### src/rtl/ysyx_25060173_instruction_encoder_if.sv
// Request/response bundle for the RV32I instruction encoder.
// The producer of requests and consumer of encoded words uses the master
// view; the encoder itself uses the slave view.
interface ysyx_25060173_instruction_encoder_if;
  logic        req_valid;
  logic        req_ready;
  logic [5:0]  req_op;
  logic [4:0]  req_rd;
  logic [4:0]  req_rs1;
  logic [4:0]  req_rs2;
  logic [31:0] req_imm;

  logic        out_valid;
  logic        out_ready;
  logic [31:0] out_inst;
  logic        out_last;

  logic        err;
  logic [15:0] word_cnt;

  modport slave (
    input  req_valid, req_op, req_rd, req_rs1, req_rs2, req_imm, out_ready,
    output req_ready, out_valid, out_inst, out_last, err, word_cnt
  );

  modport master (
    output req_valid, req_op, req_rd, req_rs1, req_rs2, req_imm, out_ready,
    input  req_ready, out_valid, out_inst, out_last, err, word_cnt
  );
endinterface

### src/rtl/ysyx_25060173_instruction_encoder.sv
// RV32I instruction encoder: turns an (op, rd, rs1, rs2, imm) request into one
// encoded 32-bit word, or two words for a li that needs lui+addi. Requests with
// an unknown op or an out-of-range immediate are consumed and flagged on err.
module ysyx_25060173_instruction_encoder (
  input logic                                clk,
  input logic                                rst,
  ysyx_25060173_instruction_encoder_if.slave bus
);

  localparam logic [6:0] OPC_OP     = 7'b0110011;
  localparam logic [6:0] OPC_IMM    = 7'b0010011;
  localparam logic [6:0] OPC_LOAD   = 7'b0000011;
  localparam logic [6:0] OPC_STORE  = 7'b0100011;
  localparam logic [6:0] OPC_BRANCH = 7'b1100011;
  localparam logic [6:0] OPC_JAL    = 7'b1101111;
  localparam logic [6:0] OPC_JALR   = 7'b1100111;
  localparam logic [6:0] OPC_LUI    = 7'b0110111;
  localparam logic [6:0] OPC_AUIPC  = 7'b0010111;
  localparam logic [31:0] EBREAK    = 32'h00100073;

  localparam logic [6:0] F7_ZERO = 7'b0000000;
  localparam logic [6:0] F7_ALT  = 7'b0100000;

  // IDLE: nothing held; ONE: holding the final word; FIRST: holding the lui
  // half of a li while the addi half waits in hold_q.
  typedef enum logic [1:0] {IDLE, ONE, FIRST} state_e;

  state_e      state_q, state_d;
  logic [31:0] inst_q, inst_d;
  logic [31:0] hold_q, hold_d;
  logic        err_q, err_d;
  logic [15:0] wordCnt_q, wordCnt_d;

  logic        reqReady;
  logic        accept;
  logic        drain;

  logic [4:0]  rd, rs1, rs2;
  logic [31:0] imm;
  logic        fitsI, fitsShift, fitsB, fitsJ;
  logic [19:0] liUpper;

  logic [31:0] encFirst;
  logic [31:0] encSecond;
  logic        encTwo;
  logic        encBad;

  // Instruction format builders.
  function automatic logic [31:0] fmtR(input logic [6:0] f7, input logic [4:0] r2,
                                       input logic [4:0] r1, input logic [2:0] f3,
                                       input logic [4:0] rdv, input logic [6:0] opc);
    return {f7, r2, r1, f3, rdv, opc};
  endfunction

  function automatic logic [31:0] fmtI(input logic [11:0] i12, input logic [4:0] r1,
                                       input logic [2:0] f3, input logic [4:0] rdv,
                                       input logic [6:0] opc);
    return {i12, r1, f3, rdv, opc};
  endfunction

  function automatic logic [31:0] fmtS(input logic [11:0] i12, input logic [4:0] r2,
                                       input logic [4:0] r1, input logic [2:0] f3);
    return {i12[11:5], r2, r1, f3, i12[4:0], OPC_STORE};
  endfunction

  // Branch offset is passed without its always-zero bit 0.
  function automatic logic [31:0] fmtB(input logic [12:1] b, input logic [4:0] r2,
                                       input logic [4:0] r1, input logic [2:0] f3);
    return {b[12], b[10:5], r2, r1, f3, b[4:1], b[11], OPC_BRANCH};
  endfunction

  function automatic logic [31:0] fmtU(input logic [19:0] u, input logic [4:0] rdv,
                                       input logic [6:0] opc);
    return {u, rdv, opc};
  endfunction

  // Jump offset is passed without its always-zero bit 0.
  function automatic logic [31:0] fmtJ(input logic [20:1] j, input logic [4:0] rdv);
    return {j[20], j[10:1], j[11], j[19:12], rdv, OPC_JAL};
  endfunction

  assign rd  = bus.req_rd;
  assign rs1 = bus.req_rs1;
  assign rs2 = bus.req_rs2;
  assign imm = bus.req_imm;

  // A signed value fits in N bits when all bits from N-1 upward agree.
  assign fitsI     = (&imm[31:11]) | ~(|imm[31:11]);
  assign fitsShift = ~(|imm[31:5]);
  assign fitsB     = ((&imm[31:12]) | ~(|imm[31:12])) & ~imm[0];
  assign fitsJ     = ((&imm[31:20]) | ~(|imm[31:20])) & ~imm[0];

  // Upper part of (imm + 0x800): the carry into bit 12 is exactly imm[11].
  assign liUpper = imm[31:12] + {19'd0, imm[11]};

  // Encode the incoming request and decide whether it is legal.
  always_comb begin
    encFirst  = 32'd0;
    encSecond = 32'd0;
    encTwo    = 1'b0;
    encBad    = 1'b0;
    case (bus.req_op)
      6'd0:  encFirst = fmtR(F7_ZERO, rs2, rs1, 3'd0, rd, OPC_OP);
      6'd1:  encFirst = fmtR(F7_ALT,  rs2, rs1, 3'd0, rd, OPC_OP);
      6'd2:  encFirst = fmtR(F7_ZERO, rs2, rs1, 3'd1, rd, OPC_OP);
      6'd3:  encFirst = fmtR(F7_ZERO, rs2, rs1, 3'd2, rd, OPC_OP);
      6'd4:  encFirst = fmtR(F7_ZERO, rs2, rs1, 3'd3, rd, OPC_OP);
      6'd5:  encFirst = fmtR(F7_ZERO, rs2, rs1, 3'd4, rd, OPC_OP);
      6'd6:  encFirst = fmtR(F7_ZERO, rs2, rs1, 3'd5, rd, OPC_OP);
      6'd7:  encFirst = fmtR(F7_ALT,  rs2, rs1, 3'd5, rd, OPC_OP);
      6'd8:  encFirst = fmtR(F7_ZERO, rs2, rs1, 3'd6, rd, OPC_OP);
      6'd9:  encFirst = fmtR(F7_ZERO, rs2, rs1, 3'd7, rd, OPC_OP);
      6'd10: begin encBad = ~fitsI; encFirst = fmtI(imm[11:0], rs1, 3'd0, rd, OPC_IMM); end
      6'd11: begin encBad = ~fitsI; encFirst = fmtI(imm[11:0], rs1, 3'd2, rd, OPC_IMM); end
      6'd12: begin encBad = ~fitsI; encFirst = fmtI(imm[11:0], rs1, 3'd3, rd, OPC_IMM); end
      6'd13: begin encBad = ~fitsI; encFirst = fmtI(imm[11:0], rs1, 3'd4, rd, OPC_IMM); end
      6'd14: begin encBad = ~fitsI; encFirst = fmtI(imm[11:0], rs1, 3'd6, rd, OPC_IMM); end
      6'd15: begin encBad = ~fitsI; encFirst = fmtI(imm[11:0], rs1, 3'd7, rd, OPC_IMM); end
      6'd16: begin encBad = ~fitsShift; encFirst = fmtR(F7_ZERO, imm[4:0], rs1, 3'd1, rd, OPC_IMM); end
      6'd17: begin encBad = ~fitsShift; encFirst = fmtR(F7_ZERO, imm[4:0], rs1, 3'd5, rd, OPC_IMM); end
      6'd18: begin encBad = ~fitsShift; encFirst = fmtR(F7_ALT,  imm[4:0], rs1, 3'd5, rd, OPC_IMM); end
      6'd19: begin encBad = ~fitsI; encFirst = fmtI(imm[11:0], rs1, 3'd0, rd, OPC_LOAD); end
      6'd20: begin encBad = ~fitsI; encFirst = fmtI(imm[11:0], rs1, 3'd1, rd, OPC_LOAD); end
      6'd21: begin encBad = ~fitsI; encFirst = fmtI(imm[11:0], rs1, 3'd2, rd, OPC_LOAD); end
      6'd22: begin encBad = ~fitsI; encFirst = fmtI(imm[11:0], rs1, 3'd4, rd, OPC_LOAD); end
      6'd23: begin encBad = ~fitsI; encFirst = fmtI(imm[11:0], rs1, 3'd5, rd, OPC_LOAD); end
      6'd24: begin encBad = ~fitsI; encFirst = fmtS(imm[11:0], rs2, rs1, 3'd0); end
      6'd25: begin encBad = ~fitsI; encFirst = fmtS(imm[11:0], rs2, rs1, 3'd1); end
      6'd26: begin encBad = ~fitsI; encFirst = fmtS(imm[11:0], rs2, rs1, 3'd2); end
      6'd27: begin encBad = ~fitsB; encFirst = fmtB(imm[12:1], rs2, rs1, 3'd0); end
      6'd28: begin encBad = ~fitsB; encFirst = fmtB(imm[12:1], rs2, rs1, 3'd1); end
      6'd29: begin encBad = ~fitsB; encFirst = fmtB(imm[12:1], rs2, rs1, 3'd4); end
      6'd30: begin encBad = ~fitsB; encFirst = fmtB(imm[12:1], rs2, rs1, 3'd5); end
      6'd31: begin encBad = ~fitsB; encFirst = fmtB(imm[12:1], rs2, rs1, 3'd6); end
      6'd32: begin encBad = ~fitsB; encFirst = fmtB(imm[12:1], rs2, rs1, 3'd7); end
      6'd33: begin encBad = ~fitsJ; encFirst = fmtJ(imm[20:1], rd); end
      6'd34: begin encBad = ~fitsI; encFirst = fmtI(imm[11:0], rs1, 3'd0, rd, OPC_JALR); end
      6'd35: encFirst = fmtU(imm[31:12], rd, OPC_LUI);
      6'd36: encFirst = fmtU(imm[31:12], rd, OPC_AUIPC);
      6'd37: encFirst = EBREAK;
      6'd38: begin
        if (fitsI) begin
          encFirst = fmtI(imm[11:0], 5'd0, 3'd0, rd, OPC_IMM);
        end else if (imm[11:0] == 12'd0) begin
          encFirst = fmtU(imm[31:12], rd, OPC_LUI);
        end else begin
          encTwo    = 1'b1;
          encFirst  = fmtU(liUpper, rd, OPC_LUI);
          encSecond = fmtI(imm[11:0], rd, 3'd0, rd, OPC_IMM);
        end
      end
      default: encBad = 1'b1;
    endcase
  end

  // State and datapath registers; reset drops any held or pending word.
  always_ff @(posedge clk) begin
    if (rst) begin
      state_q   <= IDLE;
      inst_q    <= 32'd0;
      hold_q    <= 32'd0;
      err_q     <= 1'b0;
      wordCnt_q <= 16'd0;
    end else begin
      state_q   <= state_d;
      inst_q    <= inst_d;
      hold_q    <= hold_d;
      err_q     <= err_d;
      wordCnt_q <= wordCnt_d;
    end
  end

  // Next state: accept new requests, drain held words, flag rejections.
  always_comb begin
    state_d   = state_q;
    inst_d    = inst_q;
    hold_d    = hold_q;
    err_d     = 1'b0;
    wordCnt_d = wordCnt_q + {15'd0, drain};
    case (state_q)
      FIRST: begin
        if (bus.out_ready) begin
          state_d = ONE;
          inst_d  = hold_q;
          hold_d  = 32'd0;
        end
      end
      ONE: begin
        if (bus.out_ready && !accept) begin
          state_d = IDLE;
        end
      end
      default: state_d = IDLE;
    endcase
    if (accept) begin
      if (encBad) begin
        state_d = IDLE;
        err_d   = 1'b1;
      end else begin
        inst_d  = encFirst;
        hold_d  = encSecond;
        state_d = encTwo ? FIRST : ONE;
      end
    end
  end

  // Handshake and output drive derived from the current state.
  always_comb begin
    reqReady = ~rst & ((state_q == IDLE) | ((state_q == ONE) & bus.out_ready));
    accept   = bus.req_valid & reqReady;
    drain    = (state_q != IDLE) & bus.out_ready;
  end

  assign bus.req_ready = reqReady;
  assign bus.out_valid = (state_q != IDLE);
  assign bus.out_last  = (state_q == ONE);
  assign bus.out_inst  = inst_q;
  assign bus.err       = err_q;
  assign bus.word_cnt  = wordCnt_q;

endmodule

### src/flat_wrapper.sv
// flat-port wrapper written by rule: the top's interface ports become plain ports
module ysyx_25060173_instruction_encoder_flat 
  (clk, rst, bus_req_valid, bus_req_op, bus_req_rd, bus_req_rs1, bus_req_rs2, bus_req_imm, bus_out_ready, bus_req_ready, bus_out_valid, bus_out_inst, bus_out_last, bus_err, bus_word_cnt);
  ysyx_25060173_instruction_encoder_if bus_i ();
  input logic clk;
  input logic rst;
  input wire logic [$bits(bus_i.req_valid)-1:0] bus_req_valid;
  input wire logic [$bits(bus_i.req_op)-1:0] bus_req_op;
  input wire logic [$bits(bus_i.req_rd)-1:0] bus_req_rd;
  input wire logic [$bits(bus_i.req_rs1)-1:0] bus_req_rs1;
  input wire logic [$bits(bus_i.req_rs2)-1:0] bus_req_rs2;
  input wire logic [$bits(bus_i.req_imm)-1:0] bus_req_imm;
  input wire logic [$bits(bus_i.out_ready)-1:0] bus_out_ready;
  output wire logic [$bits(bus_i.req_ready)-1:0] bus_req_ready;
  output wire logic [$bits(bus_i.out_valid)-1:0] bus_out_valid;
  output wire logic [$bits(bus_i.out_inst)-1:0] bus_out_inst;
  output wire logic [$bits(bus_i.out_last)-1:0] bus_out_last;
  output wire logic [$bits(bus_i.err)-1:0] bus_err;
  output wire logic [$bits(bus_i.word_cnt)-1:0] bus_word_cnt;
  assign bus_i.req_valid = bus_req_valid;
  assign bus_i.req_op = bus_req_op;
  assign bus_i.req_rd = bus_req_rd;
  assign bus_i.req_rs1 = bus_req_rs1;
  assign bus_i.req_rs2 = bus_req_rs2;
  assign bus_i.req_imm = bus_req_imm;
  assign bus_i.out_ready = bus_out_ready;
  assign bus_req_ready = bus_i.req_ready;
  assign bus_out_valid = bus_i.out_valid;
  assign bus_out_inst = bus_i.out_inst;
  assign bus_out_last = bus_i.out_last;
  assign bus_err = bus_i.err;
  assign bus_word_cnt = bus_i.word_cnt;
  ysyx_25060173_instruction_encoder u_core (.clk(clk), .rst(rst), .bus(bus_i));
endmodule
### config.mk
export PLATFORM = sky130hd
export DESIGN_NAME = ysyx_25060173_instruction_encoder_flat
export DESIGN_NICKNAME = d
export VERILOG_FILES = /design/src/rtl/ysyx_25060173_instruction_encoder_if.sv /design/src/rtl/ysyx_25060173_instruction_encoder.sv /design/src/flat_wrapper.sv
export SDC_FILE = /design/constraint.sdc
export NUM_CORES = 1
export LEC_CHECK = 0
export ABC_AREA = 1
export CAP_MARGIN = 5
export CORE_MARGIN = 3
export CORE_UTILIZATION = 30
export CTS_BUF_LIST = sky130_fd_sc_hd__clkbuf_8
export CTS_CLUSTER_DIAMETER = 50
export CTS_CLUSTER_SIZE = 12
export DETAILED_ROUTE_END_ITERATION = 7
export PLACE_DENSITY = 0.53
export SYNTH_ARGS = -nofsm -noshare
export SYNTH_HDL_FRONTEND = slang
export SYNTH_SLANG_ARGS = --single-unit
### constraint.sdc
create_clock -name clk -period 2.75 [get_ports clk]
set_input_delay 0.55 -clock clk [delete_from_list [all_inputs] [get_ports clk]]
set_output_delay 0.55 -clock clk [all_outputs]
set_load 0.005 [all_outputs]
# Yosys cells after proc, flatten, opt, wreduce, memory -nomap -nowiden
# Cells that the tools add are included.
[op_classes]
n_reduce_logical = 19
add_sub_neg = 2
n_eq_ne = 42
n_bitwise = 19
muxes = 25
[ops]
columns = ["op", "count"]
rows = [
  ["one-hot mux 32 bit (39 select lines)", 1],
  ["2-to-1 mux 32 bit", 13],
  ["== test 6 x 5 -> 1 bit, second input constant", 16],
  ["== test 6 x 4 -> 1 bit, second input constant", 8],
  ["== test 6 bit, second input constant", 7],
  ["OR reduction 27 bit", 1],
  ["== test 6 x 3 -> 1 bit, second input constant", 4],
  ["AND reduction 21 bit", 1],
  ["OR reduction 21 bit", 1],
  ["adder 20 x 1 -> 20 bit", 1],
  ["AND reduction 20 bit", 1],
  ["OR reduction 20 bit", 1],
  ["adder 16 x 1 -> 16 bit", 1],
  ["OR reduction 15 bit", 1],
  ["OR reduction 14 bit", 1],
  ["== test 6 x 2 -> 1 bit, second input constant", 2],
  ["logical NOT 12 bit", 1],
  ["AND reduction 12 bit", 1],
  ["OR reduction 12 bit", 1],
  ["2-to-1 mux 2 bit", 5],
  ["inverter 1 bit", 9],
  ["bitwise AND 1 bit", 6],
  ["== test 6 x 1 -> 1 bit, second input constant", 1],
  ["logical NOT 6 bit", 1],
  ["16 further kinds", 22],
]
[totals]
elab_cells = 112
inputBits = 57
regBits = 83
out_inout_bits = 52

# Logic depth before layout (Yosys ltp)
[depth]
word_depth = 10
depth_mapped = 17
mapped_depth_nobuf = 16

# Worst setup path after synthesis
# No wires, ideal clock.
[synth_timing]
path_type = "input to register"
start = "input bus_out_ready"
end = "register u_core.wordCnt_q[14] (netlist: u_core.bus.word_cnt[14])"
t_required_ps = 2635
path_stages = 14
n_path_buf = 0
setup_ps = 115
slack_ps = 382
t_arrival_ps = 2254
path_cell_list = "inv_1 -> a21oi_1 -> ha_1 -> ha_1 -> nand2_1 -> inv_1 -> nand2_1 -> nor3_1 -> nand3_1 -> nor3_1 -> nand3_1 -> nor3_1 -> a21oi_1 -> o21a_1"
[synth_via]
elab_chain_cells = 2
[synth_lines]
columns = ["element", "line", "text"]
rows = [
  ["from (decl)", "flat_wrapper.sv:13", "input wire logic [$bits(bus_i.out_ready)-1:0] bus_out_ready;"],
  ["bitwise AND 1 bit", "ysyx_25060173_instruction_encoder.sv:211", "drain = (state_q != IDLE) & bus.out_ready;"],
  ["adder 16 x 1 -> 16 bit", "ysyx_25060173_instruction_encoder.sv:179", "wordCnt_d = wordCnt_q + {15'd0, drain};"],
  ["to (signal assigned)", "ysyx_25060173_instruction_encoder.sv:169", "wordCnt_q <= wordCnt_d;"],
  ["to (decl)", "ysyx_25060173_instruction_encoder.sv:32", "logic [15:0] wordCnt_q, wordCnt_d;"],
]
# No other way between the ends.
# A chain may end at the register's enable or synchronous reset.

# Worst setup path in the final report
[layout_timing]
start = "input bus_req_op[2]"
end = "register u_core.inst_q[12] (netlist: u_core.bus.out_inst[12])"
[layout_via]
elab_chain_cells = 5
elab_cells_between_ends = 47
cone_classes = "eq/ne (38); mux (4); reduce/logical (5)"
[layout_lines]
columns = ["element", "line", "text"]
rows = [
  ["from (decl)", "flat_wrapper.sv:8", "input wire logic [$bits(bus_i.req_op)-1:0] bus_req_op;"],
  ["== test 6 x 4 -> 1 bit (tied with other cells)", "ysyx_25060173_instruction_encoder.sv:102", "case (bus.req_op)"],
  ["OR reduction 15 bit (no source line) (tied with other cells)", "--", ""],
  ["one-hot mux 1 bit (5 select lines)", "ysyx_25060173_instruction_encoder.sv:102", ""],
  ["2-to-1 mux 32 bit (*)", "ysyx_25060173_instruction_encoder.sv:196", "if (encBad) begin"],
  ["2-to-1 mux 32 bit (*)", "ysyx_25060173_instruction_encoder.sv:195", "if (accept) begin"],
  ["to (signal assigned)", "ysyx_25060173_instruction_encoder.sv:166", "inst_q <= inst_d;"],
  ["to (decl)", "ysyx_25060173_instruction_encoder.sv:29", "logic [31:0] inst_q, inst_d;"],
]
# Every way passes the cells marked *; elsewhere a longest branch is shown, timed or not.

==> run_results.csv <==
group,metric,value,unit
setup_path,max_fo_critical_path,6,
global_routing,gr-usage-met1,28.9,%
sta,rsz0062_at_grt,"yes",
power,leakage,3.84,nW
setup_path,max_stage_delay,0.58,ns
die,rows,49,
die,floorplan.initialDensity,30.8,%
setup_path,cp_data_required_time,3.03,ns
final_layout,layout-drive-gt1-share,18.6,%
sta,min_period,2.62,ns
final_layout,fin_area,8430,sq um
final_layout,net_count_of_the_finished_layout,1263,
setup_path,cp_num_cells,12,
run_status,run_status,"finished clean",
place,gpl_congestion,0.955,
global_routing,antenna_found_initial,0,
final_layout,fillers,1932,
sta,maxSlewHeadroom,52.8,%
die,core_area,18100,sq um
setup_path,cp_dominant_cell_by_count,"nand2_1",
global_routing,gr-usage-all-layers,20.9,%
logic_synthesis,ys.warnings.count,0,
sta,achievable-frequency,382,MHz
logic_synthesis,average_size_of_a_mapped_cell,5.93,sq um
global_routing,global_route.overflow_total,0,
setup_path,worst_setup_path_end_kind,"flop",
final_layout,final_core_util,46.5,%
cts,clk_transition_reported_paths,0.08,ns
detailed_routing,dr.first_iter.drc_count,532,
setup_path,worst_setup_path_start_kind,"input port",
setup_path,slowest_stage,"clkdlybuf4s50_1",
logic_synthesis,post_syn_instances,943,
setup_path,critPathBufInv,5,
power,p_total,2.87,mW
final_layout,syn_to_final_growth,50.7,%
detailed_routing,routedWlPerCell,15.1,um
setup_path,worstSetupEndpoint,"u_core.bus.out_inst[12]$_SDFF_PP0_",
setup_path,cpLargestDelayFamily,"buffers and inverters",
place,place.port_buffers,108,
global_routing,via_count_of_the_first_global_routing_pass,6623,
setup_path,worst-r2r-setup-slack,0.52,ns
sta,finalClockSkew,0.00965,ns
run,maxCapViolCount,0,
final_layout,insertedDiodeCount,0,
detailed_routing,first_pass_iters,5,
setup_path,crit_type,"in2reg",
place,placed_area,8120,sq um
sta,hold_violation_total_from_the_final_report,0,
logic_synthesis,synthDistinctLibCells,40,
global_routing,globalRouteMet2Util,34.5,%
setup_path,setup.worst_path.start,"bus_req_op[2]",
power,peakVddDrop,0.225,mV
place,post-place-cells,1418,
global_routing,grtUsageMet3,4.03,%
setup_path,cells_traversed_along_the_worst_timing_path,"clkdlybuf4s50_1 -> nand2_1 -> inv_2 -> nand2_1 -> o21ai_1 -> buf_4 -> inv_1 -> nand2_1 -> inv_1 -> o2111ai_1 -> nand2_1 -> a21oi_1",
cts,cts_setup_buffers,0,
power,power_per_cell_area,340,nW/um^2
die,io_pins,109,
logic_synthesis,synthesis.nets,1005,
cts,cts_max_path_buffers,2,
die,fp.dieArea,20300,sq um
detailed_routing,drc,0,
cts,clk_latency,0.35,ns
cts,cts_resized,0,
detailed_routing,drt-total-wl,21700,um
sta,report.final.slew_viol_count,0,
cts,cts_hold_repair.buffers,0,
final_layout,finish.cell_count_without_fillers,1434,
setup_path,worst-endpoint-arrival,2.90,ns
setup_path,timing.rr.start,"u_core.state_q[0]$_SDFFE_PP0P_",
die,die_w,143,um
global_routing,most_used_routing_layer_in_global_routing,"met2",
detailed_routing,antenna_left,0,
sta,fin_crit_sh,95.3,%
sta,setup_tns,0,ns
detailed_routing,via_count,6936,
setup_path,number_of_cells_traversed_by_the_worst_register_to_register_path,14,
sta,worst-slew-pin-transition,0.708,ns
cts,tritoncts_clock_tree,"done",
logic_synthesis,ys_seq_area_share,29.7,%
cts,cts.htree.levels,3,
logic_synthesis,synth_enable_flop_cells,0,
cts,cts_root_buffer,"clkbuf_8",
sta,setup_viol_count_final,0,
global_routing,global_route_wire_length_before_repair,34100,um
die,die_y,143,um
logic_synthesis,asyncSetResetFlopFracSynth,0,%
cts,clock-sinks,83,
logic_synthesis,synth.cell_area,5600,sq um
cts,cts_buffers,9,
detailed_routing,detail_route.vias_per_cell,4.84,
logic_synthesis,synth-seq-cells,83,
logic_synthesis,dominantRegCellSynth,"dfxtp_1",
setup_path,reg2reg_to,"u_core.bus.word_cnt[14]$_SDFF_PP0_",
global_routing,maximum_number_of_pins_on_one_net_before_global_route_repair,65,
min_path,min-delay-path-class,"reg2reg",
place,hpwl,17200,um
-- where the power goes --
group | total [mW] | leakage (nW) | internal [mW] | switching [mW]
clock | 0.932 | 0.113 | 0.512 | 0.420
sequential | 1.23 | 0.670 | 1.22 | 0.0123
combinational | 0.702 | 3.06 | 0.328 | 0.374
-- worst min-delay path by stage --
stage | startpoint | endpoint | cells past startpoint
3_3_place_gp | u_core.hold_q[2]$_SDFF_PP0_ | u_core.hold_q[2]$_SDFF_PP0_ | 2
4_1_cts | u_core.hold_q[2]$_SDFF_PP0_ | u_core.hold_q[2]$_SDFF_PP0_ | 2
6_report | u_core.hold_q[3]$_SDFF_PP0_ | u_core.hold_q[3]$_SDFF_PP0_ | 2
5_1_grt | u_core.hold_q[2]$_SDFF_PP0_ | u_core.hold_q[2]$_SDFF_PP0_ | 2
3_5_place_dp | u_core.hold_q[2]$_SDFF_PP0_ | u_core.hold_q[2]$_SDFF_PP0_ | 2
2_1_floorplan | u_core.hold_q[12]$_SDFF_PP0_ | u_core.hold_q[12]$_SDFF_PP0_ | 2
-- cell usage in the layout, fill, tap and decap left out, drive strengths merged, types with 4 or more instances in the layout --
cell,count
nand2,271
buf,173
inv,125
nand3,108
clkdlybuf4s50,107
nor2,91
a21oi,86
dfxtp,83
o21ai,44
nor3,31
o211ai,25
clkbuf,14
nand4,8
xor2,5
ha,5
nor3b,4
-- layout make-up --
type | count | area, sq um | area share (%)
sequential | 83 | 1660 | 19.7
timing repair buffer | 281 | 2450 | 29.0
inverter | 126 | 479 | 5.68
tap | 229 | 287 | 3.40
clock buffer | 13 | 179 | 2.12
multi-input combinational | 700 | 3340 | 39.7
clock inverter | 2 | 33.8 | 0.401
-- state kept, by name, indices dropped and copies added (netlist names) --
signal               flops
u_core.hold_q           32
u_core.bus.err           1
u_core.state_q           2
u_core.bus.out_inst     32
u_core.bus.word_cnt     16
-- cells by family (layout without fill, tap and decap cells) --
family                   Yosys count  in the layout  synth area share, %
flip-flops                        83             83                 29.7
buffers and inverters            160            422                 11.6
XOR/XNOR                           6              6                0.939
AO/OA/AOI/OAI                    166            166                 16.6
AND/OR/NAND/NOR                  521            521                 39.7
multiplexers                       2              2                0.358
adder cells (fa/ha/maj)            5              5                 1.12
-- cells in the mapped netlist (3+ instances only) --
master,count,area (sq um)
a21oi_1,85,425
buf_2,7,35.0
buf_4,7,52.6
clkbuf_1,16,60.1
dfxtp_1,83,1660
ha_1,5,62.6
inv_1,112,420
inv_2,13,48.8
nand2_1,268,1010
nand2_2,3,18.8
nand3_1,107,536
nand3b_1,3,22.5
nand4_1,8,50.1
nor2_1,86,323
nor2_2,4,25.0
nor3_1,31,155
nor3b_1,4,30.0
nor4_1,3,18.8
o211ai_1,25,188
o21ai_0,41,205
xor2_1,5,43.8
-- per-layer routing --
metal | part of all wire [%] | wire length [um]
met1 | 49 | 10500
met2 | 45 | 9820
met3 | 4.8 | 1040
met4 | 1.2 | 261
met5 | 0 | 0
-- through the flow --
step                      worst slack [ns]  hold slack [ns]
final                                0.130            0.441
after global placement              -0.289            0.430
after detailed placement            -0.308            0.434
after CTS                          0.00501            0.445
after floorplan                      0.382            0.419
after global routing              -0.00217            0.459
-- tightest hold or removal path, cell delays in order, from the launching register on --
cell     delay (ns)
dfxtp_1        0.30
inv_1          0.05
nor3_1         0.05
(Power assumes the default switching activity.)
